<file path="config.mk">
export PLATFORM = sky130hd
export DESIGN_NAME = bmm_result_accumulator
export DESIGN_NICKNAME = d
export VERILOG_FILES = /design/src/rtl/bmm_result_accumulator.sv
export SDC_FILE = /design/constraint.sdc
export NUM_CORES = 1
export LEC_CHECK = 0
export ABC_AREA = 1
export CORE_MARGIN = 10
export CORE_UTILIZATION = 45
export DETAILED_ROUTE_END_ITERATION = 12
export GPL_TIMING_DRIVEN = 0
export PLACE_DENSITY = 0.7
export SLEW_MARGIN = 10
export SYNTH_ARGS = -nofsm -noshare
export SYNTH_HDL_FRONTEND = slang
export SYNTH_SLANG_ARGS = --single-unit
</file>
<file path="constraint.sdc">
create_clock -name clk -period 2.42 [get_ports clk]
set_input_delay 0.484 -clock clk [delete_from_list [all_inputs] [get_ports clk]]
set_output_delay 0.484 -clock clk [all_outputs]
set_load 0.03 [all_outputs]
</file>
<file path="src/rtl/bmm_result_accumulator.sv">
// bmm_result_accumulator
// Sums each group of K consecutive signed product terms into one C[b][i][j]
// element and presents it on a single-entry, backpressured output register
// tagged with batch/row/column indices. Element order: column innermost.
module bmm_result_accumulator #(
    parameter int K     = 4,
    parameter int M     = 4,
    parameter int N     = 4,
    parameter int BATCH = 2,
    parameter int ACC_W = 40,
    localparam int KW   = (K     > 1) ? $clog2(K)     : 1,
    localparam int MW   = (M     > 1) ? $clog2(M)     : 1,
    localparam int NW   = (N     > 1) ? $clog2(N)     : 1,
    localparam int BW   = (BATCH > 1) ? $clog2(BATCH) : 1
) (
    input  logic                    clk,
    input  logic                    rst_n,
    input  logic                    clear,
    input  logic                    valid_in,
    input  logic signed [31:0]      data_in,
    output logic                    ready_in,
    output logic                    valid_out,
    input  logic                    ready_out,
    output logic signed [ACC_W-1:0] result,
    output logic [BW-1:0]           batch_idx,
    output logic [MW-1:0]           row_idx,
    output logic [NW-1:0]           col_idx,
    output logic                    last_out
);

    // Accumulation state.
    logic signed [ACC_W-1:0] r_acc;
    logic [KW-1:0]           r_k_cnt;

    // Element position counters (position of the element being built).
    logic [BW-1:0]           r_batch;
    logic [MW-1:0]           r_row;
    logic [NW-1:0]           r_col;

    // Output slot.
    logic                    r_valid_out;
    logic signed [ACC_W-1:0] r_result;
    logic [BW-1:0]           r_batch_idx;
    logic [MW-1:0]           r_row_idx;
    logic [NW-1:0]           r_col_idx;
    logic                    r_last_out;

    logic signed [ACC_W-1:0] w_term;
    logic signed [ACC_W-1:0] w_sum;
    logic                    w_final;
    logic                    w_accept;
    logic                    w_last_elem;

    // A signed size cast sign-extends the 32-bit term to the accumulator width.
    assign w_term      = ACC_W'(data_in);
    assign w_sum       = r_acc + w_term;
    assign w_final     = (r_k_cnt == KW'(K - 1));
    assign w_last_elem = (r_row == MW'(M - 1)) && (r_col == NW'(N - 1));

    // NOTE: ready_in is a combinational function of ready_out and clear, so
    // the completing term and a draining consumer can meet in the same cycle
    // without a bubble; only a completing term into a full, stalled slot waits.
    assign ready_in = clear || !(w_final && r_valid_out && !ready_out);
    assign w_accept = valid_in && ready_in;

    // Accumulate terms, complete elements, advance element counters, manage output slot.
    always_ff @(posedge clk or negedge rst_n) begin
        if (!rst_n) begin
            r_acc       <= '0;
            r_k_cnt     <= '0;
            r_batch     <= '0;
            r_row       <= '0;
            r_col       <= '0;
            r_valid_out <= 1'b0;
            r_result    <= '0;
            r_batch_idx <= '0;
            r_row_idx   <= '0;
            r_col_idx   <= '0;
            r_last_out  <= 1'b0;
        end else if (clear) begin
            // A term presented alongside clear is consumed and discarded.
            r_acc       <= '0;
            r_k_cnt     <= '0;
            r_batch     <= '0;
            r_row       <= '0;
            r_col       <= '0;
            r_valid_out <= 1'b0;
            r_result    <= '0;
            r_batch_idx <= '0;
            r_row_idx   <= '0;
            r_col_idx   <= '0;
            r_last_out  <= 1'b0;
        end else begin
            // NOTE: non-blocking assignments let the drain below be overridden
            // by a same-cycle load later in this block (last assignment wins),
            // and every read sees the pre-edge value of each register.
            if (r_valid_out && ready_out) begin
                r_valid_out <= 1'b0;
            end

            if (w_accept) begin
                if (w_final) begin
                    r_result    <= w_sum;
                    r_valid_out <= 1'b1;
                    r_batch_idx <= r_batch;
                    r_row_idx   <= r_row;
                    r_col_idx   <= r_col;
                    r_last_out  <= w_last_elem;
                    r_acc       <= '0;
                    r_k_cnt     <= '0;

                    if (r_col == NW'(N - 1)) begin
                        r_col <= '0;
                        if (r_row == MW'(M - 1)) begin
                            r_row <= '0;
                            if (r_batch == BW'(BATCH - 1)) begin
                                r_batch <= '0;
                            end else begin
                                r_batch <= r_batch + BW'(1);
                            end
                        end else begin
                            r_row <= r_row + MW'(1);
                        end
                    end else begin
                        r_col <= r_col + NW'(1);
                    end
                end else begin
                    r_acc   <= w_sum;
                    r_k_cnt <= r_k_cnt + KW'(1);
                end
            end
        end
    end

    assign valid_out = r_valid_out;
    assign result    = r_result;
    assign batch_idx = r_batch_idx;
    assign row_idx   = r_row_idx;
    assign col_idx   = r_col_idx;
    assign last_out  = r_last_out;

endmodule

</file>
==> key figures <==
Run status
  – Run status: complete, no violations

Final layout
  – Final net count: 1153
  – Sequential Area: approximately 0.0024 sq mm
  – Syn-to-layout area delta: 22.95%
  – Filler cells: 1379
  – Multi-input gate area: roughly 0.0036 sq mm
  – Fin area: around 0.008 sq mm
  – Non-Filler Instances: around 1300
  – ANT cells: 0
  – Share of post-route cells with drive strength above 1: 0.06586

Timing
  – Endpoints failing setup: 0
  – Fmax achieved: roughly 430 MHz
  – Tightest Pin Transition: roughly 0.60 ns
  – Fin crit share: 0.9599
  – Skew final: approximately 0.013 ns
  – Final setup TNS: 0 ns
  – Fin worst setup slack: around 0.097 ns
  – Min cycle time layout: ~2.3 ns
  – Final Hold Fails: 0
  – Slew HR: 0.5968
  – Slew Limit Fails: 0

Clock network
  – Total CTS buffers: 9
  – CTS tree: done
  – Worst-Skew Late Latency: 0.36 ns
  – CTS clk-pin slew, worst paths: roughly 0.070 ns
  – Root buf cell: clkbuf_16
  – Max Root-Sink Buffers: 2
  – H-tree depth reported by CTS: 3
  – Num Clock Sinks: between 90 and 100

Floorplanning
  – Die height: between 100 and 150 um
  – Core ar.: roughly 0.014 sq mm
  – Die footprint: 0.01967 sq mm
  – Row count: 43
  – Die Width: 140.3 um
  – Initial core utilization: 0.4635
  – I/O Pins: 85

Setup path
  – Critical path type: in2reg
  – FF-to-FF setup slack: about 0.25 ns
  – CP Buf/Inv Count: 2
  – Worst r2r src: r_acc[0]
  – Slowest-stage cell, CP: clkdlybuf4s50_1
  – CP max FO: 4
  – Top delay family on crit path: simple AND/OR/NAND/NOR gates
  – CP cell instances: clkdlybuf4s50_1 -> ha_2 -> fa_2 -> nand2_1 -> nand3_1 -> nand2_2 -> inv_1 -> nand2_1 -> nand2_1 -> nand2_1 -> nand2_2 -> or2_2 -> nand3_1 -> nand2_1
  – Worst stage delay on the critical path: approximately 0.40 ns
  – Worst r2r path cells: 13
  – CP startpoint kind: primary input
  – Crit end category: register
  – Required @ worst endpoint: 2.66 ns
  – Worst EP arrival: about 2.6 ns
  – Reg2reg end: r_acc[16]
  – Crit path top cell by count: nand2_1

Synth
  – Synth unique cells: 29
  – EDFF count, synth: 0
  – Top cell type's share of synthesized area: 0.3614
  – Synth Area in XOR/XNOR: 0.02288
  – Synthesized area: about 0.0065 sq mm
  – Ys async rst share: 1.000
  – Largest family of logic cells by synthesized area: simple AND/OR/NAND/NOR gates
  – Ys Warns: 0
  – Simple-Gate Fraction of Synth Area: 0.3641
  – Dominant cell type by area after synthesis: dfrtp_1
  – Register bit total from synthesis: 94
  – Post-Syn Instances: about 980
  – Syn nets: 1056
  – Top cells by area, synth: dfrtp_1 (36%), nand2_1 (22%), ha_1 (8.1%)
  – Count leader, synth: nand2_1
  – Top_reg_cell synth: dfrtp_1
  – Compound-cell area share of the yosys netlist: 0.07612
  – Mux contribution to synthesized area: 0
  – Register area share after synthesis: 0.3614
  – Synthesized area per cell: 6.669 sq um
  – Adder-cell share of the synthesized area: 0.08381
  – Synth cell count leaders: nand2_1 (384), inv_1 (136), dfrtp_1 (94)

GRT
  – Tot GR Track Use: 0.1930
  – Largest net degree at the start of global routing: between 50 and 60
  – Congestion Overflow GR: 0
  – Initial antenna violation count: 0
  – Vias in the first global route: slightly below 6000
  – First-pass GRT wire length: 30800 um

Place
  – Dpl cell area: 0.007600 sq mm
  – Placer Congestion: between 0.9 and 1
  – Port buffer count: 84
  – Placed insts: 1241
  – Worst slack at placement: -0.5012 ns
  – Post-DP HPWL: roughly 15000 um

Route
  – Drt first pass iters: 5
  – 1st-iter DRT viols: around 440
  – Antenna Nets Post-Route: 0
  – Routed wire length: approximately 19000 um
  – Via density: ~5
  – DRC viols: 0
  – Vias: 6253
  – DR WL/cell: around 15 um

Flow run
  – Max-Cap Viols: 0

Power and ir drop
  – Peak VDD IR: between 0.3 and 0.4 mV
  – Pwr dens: approximately 740 mW/mm^2
  – Leak Pwr: approximately 0.0043 uW

Min path
  – Worst hold path class: in2async
[metrics by stage]
stage / power, uW / hold slack [ns] / utilization
2_1_floorplan: 3514 / 0.1884 / -
3_3_place_gp: 4318 / 0.4597 / 0.5394
3_5_place_dp: 4345 / 0.4646 / 0.5412
4_1_cts: 5888 / 0.1185 / 0.5644
5_1_grt: 6299 / 0.1471 / 0.5699
6_report: 5907 / 0.1057 / 0.5699
[logic make-up after synthesis]
kind of cell | after synthesis
compound gates | 94
xor+xnor | 17
fa+ha+maj | 43
buf+inv | 154
flops | 94
simple gates | 574
[worst register-to-register path, delay by kind of cell (launching register included)]
family / cells / cell delay [ns]
simple gates: 10 / 1.03
fa+ha+maj: 2 / 0.58
flops: 1 / 0.39
buf+inv: 1 / 0.07
[flip-flops by register name (all words and copies together), names as in the netlist]
| register | count |
|---|---|
| r_col | 2 |
| r_k_cnt | 2 |
| r_batch | 1 |
| last_out | 1 |
| result | 40 |
| r_acc | 40 |
| batch_idx | 1 |
| valid_out | 1 |
| row_idx | 2 |
| r_row | 2 |
| col_idx | 2 |
[worst max-delay path by stage]
stage | from | slack (ns) | end | cells past startpoint
after floorplan | data_in[0] | 0.27 | r_acc[16] | 13
after global placement | rst_n | -2.70 | r_acc[38] | 1
after detailed placement | data_in[0] | -0.50 | r_acc[16] | 14
after CTS | data_in[0] | 0.05 | result[24] | 15
after global routing | data_in[0] | -0.01 | r_acc[16] | 14
final | data_in[0] | 0.1 | r_acc[16] | 14
[cell type report]
type,count,area share
Buffer,16,0.009850
Clock buffer,10,0.02986
Clock inverter,6,0.009537
Inverter,138,0.06473
Multi-Input combinational cell,728,0.4551
Sequential cell,94,0.2939
Tap cell,180,0.02814
Timing Repair Buffer,86,0.1088
[timing repair]
action | 4_1_cts | 5_1_grt
hold buffers | 0 | 0
buffers inserted | 1 | 0
pin swaps | 1 | 0
resized for setup | 4 | 22
setup endpoints to repair | 13 | 22
[metal layers]
| layer | routed length, um | GRT usage | up-vias |
|---|---|---|---|
| met5 | 0 | 0 | - |
| met4 | 223 | 0.05054 | 0 |
| met3 | 1288 | 0.03448 | 16 |
| met2 | 7682 | 0.2754 | 173 |
| met1 | 9797 | 0.2895 | 2826 |
| li1 | - | - | 3238 |
[placed cells by master (no fill, tap or decap), types with 2 or more instances in the layout]
cell type and n:
o21bai_1 3, or2_1 3, buf_4 5, inv_6 2, inv_1 136, a21oi_1 31, nand3_2 7, nand2_1 377
o21ai_0 52, inv_2 2, nor2_4 3, nand3_1 73, clkdlybuf4s50_1 81, clkinv_4 2, nand3b_1 9, ha_1 37
a21oi_2 2, o21ai_1 4, nor2_2 9, clkbuf_1 7, xor2_1 6, dfrtp_1 94, nor3_1 7, ha_2 4
nand2_2 12, buf_2 5, nor2_1 72, clkbuf_16 9, dlygate4sd2_1 2, xnor2_1 11
[power by group]
group	internal (uW)	leakage [uW]	total, uW	switching, uW
combinational	869	0.00290	2400	1530
sequential	1830	0.00124	1990	159
clock	849	0.000156	1520	675
total	3550	0.00429	5910	2360
Note: power is estimated with default switching activity, not from simulation.
